**src/rtl/mem_port_arbiter.sv**
```systemverilog
// Arbitrates one single-port memory between the fetch (I) and load/store (D) ports, one transaction in flight.
// D wins ties, but fetch is forced through after MAX_D_BURST D grants; ARB_PERF_CNT_EN adds wait/grant counters.
module mem_port_arbiter #(
  parameter int ADDR_W      = 32,
  parameter int DATA_W      = 32,
  parameter int MAX_D_BURST = 4,
  parameter int CNT_W       = 32
) (
  input  logic                clk,
  input  logic                resetn,
  input  logic                i_req,
  input  logic [ADDR_W-1:0]   i_addr,
  output logic                i_gnt,
  output logic                i_rvalid,
  output logic [DATA_W-1:0]   i_rdata,
  input  logic                d_req,
  input  logic                d_we,
  input  logic [ADDR_W-1:0]   d_addr,
  input  logic [DATA_W-1:0]   d_wdata,
  input  logic [DATA_W/8-1:0] d_wstrb,
  output logic                d_gnt,
  output logic                d_rvalid,
  output logic [DATA_W-1:0]   d_rdata,
  output logic                mem_req,
  output logic                mem_we,
  output logic [ADDR_W-1:0]   mem_addr,
  output logic [DATA_W-1:0]   mem_wdata,
  output logic [DATA_W/8-1:0] mem_wstrb,
  input  logic                mem_gnt,
  input  logic                mem_rvalid,
  input  logic [DATA_W-1:0]   mem_rdata,
  output logic [CNT_W-1:0]    perf_i_wait,
  output logic [CNT_W-1:0]    perf_d_gnt
);

  localparam int BURST_W = $clog2(MAX_D_BURST + 1);

  typedef enum logic [2:0] {IDLE, LOCK_I, LOCK_D, WAIT_I, WAIT_D} state_t;

  state_t             state;
  logic [BURST_W-1:0] burst;
  logic               burst_full;
  logic               sel_i;
  logic               sel_d;

  assign burst_full = (burst == BURST_W'(MAX_D_BURST));

  // Owner of the memory this cycle; everything is forced low while reset is held.
  always_comb begin
    sel_i = 1'b0;
    sel_d = 1'b0;
    if (resetn) begin
      case (state)
        IDLE: begin
          sel_d = d_req && !(i_req && burst_full);
          sel_i = !sel_d && i_req;
        end
        LOCK_I:  sel_i = 1'b1;
        LOCK_D:  sel_d = 1'b1;
        default: ;
      endcase
    end
  end

  assign mem_req   = sel_i || sel_d;
  assign mem_we    = sel_d && d_we;
  assign mem_addr  = sel_d ? d_addr : (sel_i ? i_addr : '0);
  assign mem_wdata = sel_d ? d_wdata : '0;
  assign mem_wstrb = (sel_d && d_we) ? d_wstrb : '0;

  assign i_gnt = sel_i && mem_gnt;
  assign d_gnt = sel_d && mem_gnt;

  // Responses are only forwarded to the port that owns the in-flight transaction.
  assign i_rvalid = resetn && (state == WAIT_I) && mem_rvalid;
  assign d_rvalid = resetn && (state == WAIT_D) && mem_rvalid;
  assign i_rdata  = resetn ? mem_rdata : '0;
  assign d_rdata  = resetn ? mem_rdata : '0;

  always_ff @(posedge clk or negedge resetn) begin
    if (!resetn) begin
      state <= IDLE;
      burst <= '0;
    end else begin
      case (state)
        IDLE: begin
          if (sel_d)      state <= mem_gnt ? WAIT_D : LOCK_D;
          else if (sel_i) state <= mem_gnt ? WAIT_I : LOCK_I;
        end
        LOCK_I:  if (mem_gnt) state <= WAIT_I;
        LOCK_D:  if (mem_gnt) state <= WAIT_D;
        WAIT_I:  if (mem_rvalid) state <= IDLE;
        WAIT_D:  if (mem_rvalid) state <= IDLE;
        default: state <= IDLE;
      endcase

      // Burst only counts D grants that made a pending fetch wait.
      if (d_gnt) begin
        if (!i_req)          burst <= '0;
        else if (!burst_full) burst <= burst + 1'b1;
      end else if (i_gnt) begin
        burst <= '0;
      end
    end
  end

`ifdef ARB_PERF_CNT_EN
  logic [CNT_W-1:0] i_wait_cnt;
  logic [CNT_W-1:0] d_gnt_cnt;

  always_ff @(posedge clk or negedge resetn) begin
    if (!resetn) begin
      i_wait_cnt <= '0;
      d_gnt_cnt  <= '0;
    end else begin
      if (i_req && !i_gnt) i_wait_cnt <= i_wait_cnt + 1'b1;
      if (d_gnt)           d_gnt_cnt  <= d_gnt_cnt + 1'b1;
    end
  end

  assign perf_i_wait = i_wait_cnt;
  assign perf_d_gnt  = d_gnt_cnt;
`else
  assign perf_i_wait = '0;
  assign perf_d_gnt  = '0;
`endif

endmodule

```
**config.mk**
```make
export PLATFORM = sky130hd
export DESIGN_NAME = mem_port_arbiter
export DESIGN_NICKNAME = d
export VERILOG_FILES = /design/src/rtl/mem_port_arbiter.sv
export SDC_FILE = /design/constraint.sdc
export NUM_CORES = 1
export LEC_CHECK = 0
export ABC_AREA = 1
export CORE_AREA = 2 2 132 134
export DETAILED_ROUTE_END_ITERATION = 12
export DIE_AREA = 0 0 134 136
export GPL_TIMING_DRIVEN = 1
export PLACE_DENSITY = 0.5
export SKIP_LAST_GASP = 1
export SYNTH_ARGS = -nofsm -noshare
export SYNTH_HDL_FRONTEND = slang
export SYNTH_SLANG_ARGS = --single-unit
```
**constraint.sdc**
```tcl
create_clock -name clk -period 4.83 [get_ports clk]
set_clock_uncertainty 0.15 [all_clocks]
set_input_delay 0.7245 -clock clk [delete_from_list [all_inputs] [get_ports clk]]
set_output_delay 0.7245 -clock clk [all_outputs]
set_load 0.01 [all_outputs]
```
# [Word level (Yosys, flattened, before mapping)]
# Cells that the tools add are included.
[classes] add_sub_neg=1 eq_ne=10 muxes=21 n_reduce_logical=18
[op_table] operator="$mux W32" n=4
[op_table] operator="$mux W3" n=10
[op_table] operator="$pmux W3 S4" n=1
[op_table] operator="$logic_and A1 B1 Y1" n=10
[op_table] operator="$eq A3 B2 Y1 const B" n=2
[op_table] operator="$eq A3 B3 Y1 const B" n=2
[op_table] operator="$ne A3 B3 Y1 const B" n=2
[op_table] operator="$mux W4" n=1
[op_table] operator="$ne A2 B2 Y1 const B" n=2
[op_table] operator="$pmux W1 S2" n=2
[op_table] operator="$reduce_and A4 Y1" n=1
[op_table] operator="$add A3 B1 Y3 const B" n=1
[op_table] operator="$eq A3 B1 Y1 const B" n=1
[op_table] operator="$logic_not A3 Y1" n=1
[op_table] operator="$logic_not A1 Y1" n=2
[op_table] operator="$mux W1" n=2
[op_table] operator="$mux W2" n=1
[op_table] operator="$ne A2 B1 Y1 const B" n=1
[op_table] operator="$reduce_and A2 Y1" n=1
[op_table] operator="$reduce_bool A2 Y1" n=1
[op_table] operator="$reduce_or A2 Y1" n=1
[op_table] operator="$logic_or A1 B1 Y1" n=1
[word_totals] register_bits=6 out_inout_bits=202 wordCells=52

# [Longest topological paths before layout]
[depth] word_depth=11 depth_mapped=12 ltp_nobuf=12

# [Worst setup path after synthesis]
# No wires, ideal clock.
[synth_path] kind="input-to-output" start="in resetn" end="out i_rdata[0]" t_arrival_ns=1.585 required_ns=3.956 slack_ns=2.370 cell_stages=5 n_path_buf=3 cell_sequence="clkbuf_1 > clkbuf_1 > nand2_1 > inv_1 > buf_4"
[synth_via] elab_chain_cells=1
[synth_rtl] element="start, declared" line="10" source="input logic resetn,"
[synth_rtl] element="$mux W32"
[synth_rtl] element="end, declared" line="15" source="output logic [DATA_W-1:0] i_rdata,"
# No other way between the ends.

# [Worst setup path after layout]
[layout_path] start="in i_req" end="out mem_addr[23]"
[layout_via] elab_chain_cells=9
[layout_rtl] element="start, declared" line="11" source="input logic i_req,"
[layout_rtl] element="$logic_and A1 B1 Y1" line="55" source="sel_d = d_req && !(i_req && burst_full);"
[layout_rtl] element="$logic_not A1 Y1" line="55"
[layout_rtl] element="$logic_and A1 B1 Y1" line="55"
[layout_rtl] element="$logic_not A1 Y1" line="56" source="sel_i = !sel_d && i_req;"
[layout_rtl] element="$logic_and A1 B1 Y1" line="56"
[layout_rtl] element="$pmux W1 S2" line="53" source="case (state)"
[layout_rtl] element="$mux W1" line="52" source="if (resetn) begin"
[layout_rtl] element="$mux W32" line="67" source="assign mem_addr = sel_d ? d_addr : (sel_i ? i_addr : '0);"
[layout_rtl] element="$mux W32 (*)" line="67"
[layout_rtl] element="end, declared" line="26" source="output logic [ADDR_W-1:0] mem_addr,"
# Every way passes the cells marked *; elsewhere a longest branch is shown, timed or not.

==> flow_summary.json <==
{
  "clockBufferDepth": 2,
  "synth_top_family_by_area": "buffers and inverters",
  "num-nets-final": 798,
  "endpoint_kind": "primary output",
  "synth_cells": 425,
  "synth_xor_area_share_pct": 0.3885,
  "synth_top_area_cell": "buf_4",
  "p_sw_w": 0.0005629,
  "syn_avg_cell_area_um2": 5.305,
  "dr.pass1.iters": 4,
  "final_max_slew_viol_count": 0,
  "root_buffer": "clkbuf_16",
  "ant_nets": 0,
  "min_path_type": "reg2reg",
  "fillers": 1880,
  "via_per_inst": 3.523,
  "yosysWarnings": 0,
  "cts_tree": "done",
  "vias": 3100,
  "p_total_w": 0.001225,
  "gp_congestion": 0.7306,
  "cp_data_arrival_time_ns": 2.85,
  "synth_area_leaders": "buf_4, nand3_1, nand2_1",
  "portBuffers": 276,
  "area_growth_pct": 115.0,
  "h-tree-depth": 1,
  "whs_path_depth": 2,
  "cts_made_buffers": 3,
  "fp.dieW_um": 134,
  "synth_mux_area_share_pct": 0,
  "cts_sinks": 6,
  "drive_gt1_share_pct": 2.443,
  "power_density_nw_per_um2": 252.7,
  "leakage_nw": 2.431,
  "synth_cell_type_count": 21,
  "clk_pin_slew_worst_paths_ns": 0.04,
  "finalWirelength_um": 10140,
  "ys_seq_area_share_pct": 6.659,
  "tns_ns": 0,
  "ir_drop_mv": 0.1111,
  "grt_max_degree": 63,
  "min_period_ns": 3.724,
  "synth_compound_area_share_pct": 2.053,
  "insertion_delay_ns": 0.23,
  "startpoint_type": "primary input",
  "clockPowerShare_pct": 11.0,
  "grt_pass1_wl_um": 14310,
  "yosysTopAreaCellShare_pct": 31.96,
  "grt_antenna_before_repair": 0,
  "critPathMaxFanout": 30,
  "required_ns": 3.96,
  "r2r_end": "burst[1]",
  "pwr-share-comb_pct": 82.4,
  "postCtsSetupBuffers": 0,
  "die_y_um": 136,
  "intPower_w": 0.0006620,
  "hold_viol_final": 0,
  "io-pin-count": 341,
  "seq_power_share_pct": 6.6,
  "placed_area_um2": 4772,
  "die-area_um2": 18220,
  "rsz0062_at_grt": "false",
  "tightest_slew_ns": 0.7191,
  "first_iter_violations": 80,
  "period_share_pct": 77.10,
  "synthSimpleGateAreaFrac_pct": 40.51,
  "overflow": 0,
  "crit_start": "i_req",
  "start_util_pct": 13.36,
  "max_slew_margin_pct": 52.06,
  "path_class": "in2out",
  "rr_worst_depth": 10,
  "wl_per_cell_um": 11.53,
  "fin_area_um2": 4847,
  "synth_flop_cell": "dfrtp_1",
  "fmax_ghz": 0.2685,
  "utilization_pct": 28.72,
  "globalRouteTotalUtil_pct": 9.730,
  "cts_resized": 0,
  "r2r_setup_slack_ns": 2.67,
  "min_from": "burst[0]",
  "drc": 0,
  "rows": 48,
  "dpl.hpwl_um": 8350,
  "setup_viol_count_final": 0,
  "whs_endpoint": "burst[0]",
  "swShare_pct": 45.95,
  "timing.rr.start": "burst[0]",
  "antenna_cells": 0,
  "maxCapViolations": 0,
  "synth_commonest_cells": "buf_4, nand2_1, inv_1, nand3_1, nor2_1",
  "cts_hold_buf": 0,
  "status": "finished, final reports clean",
  "synth_edf_count": 0,
  "grt_pass1_vias": 2902,
  "synth_most_common_cell": "buf_4",
  "yosys.area_share.adder_pct": 1.110,
  "synth-seq-cells": 6,
  "synthArstFlopShare_pct": 100.0,
  "coreArea_um2": 16880,
  "netlist_area_um2": 2255
}
[metrics by stage]
stage | cells | setup slack [ns] | hold slack [ns]
6_report | 880 | 1.106 | 0.3746
5_1_grt | 880 | 0.9654 | 0.4123
4_1_cts | 880 | 1.052 | 0.3777
3_5_place_dp | 877 | 1.084 | 0.3679
3_3_place_gp | 877 | 1.046 | 0.3634
2_1_floorplan | 488 | 2.370 | 0.2789
[power groups by stage]
| stage | Sequential [W] | Combinational [W] | Clock (W) |
|---|---|---|---|
| global route | 0.0000836 | 0.00110 | 0.000142 |
| floorplan | 0.0000772 | 0.000528 | 0 |
| detailed placement | 0.0000819 | 0.00102 | 0 |
| CTS | 0.0000815 | 0.00103 | 0.000138 |
| global placement | 0.0000825 | 0.00103 | 0 |
| finish | 0.0000812 | 0.00101 | 0.000135 |
[placed cells by master (no fill, tap or decap)]
cell type,count
nor2_1,42
nand3_1,71
o21ai_1,4
clkbuf_16,3
nand2_2,2
nor3_1,3
ha_1,2
nand3b_1,1
nand2_1,89
o21ai_0,2
inv_2,2
dfrtp_1,6
inv_1,79
clkdlybuf4s50_1,275
nand3_2,2
buf_12,1
conb_1,64
o21ai_4,1
buf_4,4
nand2_4,1
xnor2_1,1
[registers in the layout, summed over array words and instances (netlist names)]
name / flops
burst: 3
state: 3
[how the worst max path moves through the flow]
stage | slack, ns | endpoint | cells after the start
5_1_grt | 0.97 | i_gnt | 9
3_3_place_gp | 1.05 | mem_addr[5] | 8
2_1_floorplan | 2.37 | i_rdata[0] | 5
3_5_place_dp | 1.08 | mem_addr[5] | 8
4_1_cts | 1.05 | mem_addr[5] | 8
6_report | 1.11 | mem_addr[23] | 8
[per-layer routing]
| metal | vias up | track usage (%) | part of all wire (%) |
|---|---|---|---|
| met5 | - | 0 | 0 |
| met4 | 0 | 0.7092 | 0.31 |
| met3 | 6 | 2.722 | 11 |
| met2 | 208 | 19.06 | 50 |
| met1 | 1324 | 10.81 | 38 |
| li1 | 1562 | - | - |
[cell type report]
type	count	area, um2	share of cell area [%]
timing repair buffer	280	2803	57.82
clock buffer	3	75.07	1.549
tap	225	281.5	5.808
multi-input combinational	285	1234	25.45
sequential	6	150.1	3.098
inverter	81	304.0	6.273
[cells by family after synthesis]
kind of cell    Yosys count
other cells               1
simple gates            211
compound gates            7
fa+ha+maj                 2
xor+xnor                  1
flops                     6
buf+inv                 197
[critical path, stage by stage]
cell             delay (ns)
clkdlybuf4s50_1        0.44
nand3_1                0.11
nand2_1                0.10
o21ai_4                0.29
buf_4                  0.38
nand3_1                0.15
nand2_1                0.10
clkdlybuf4s50_1        0.54
(Power assumes the default switching activity.)
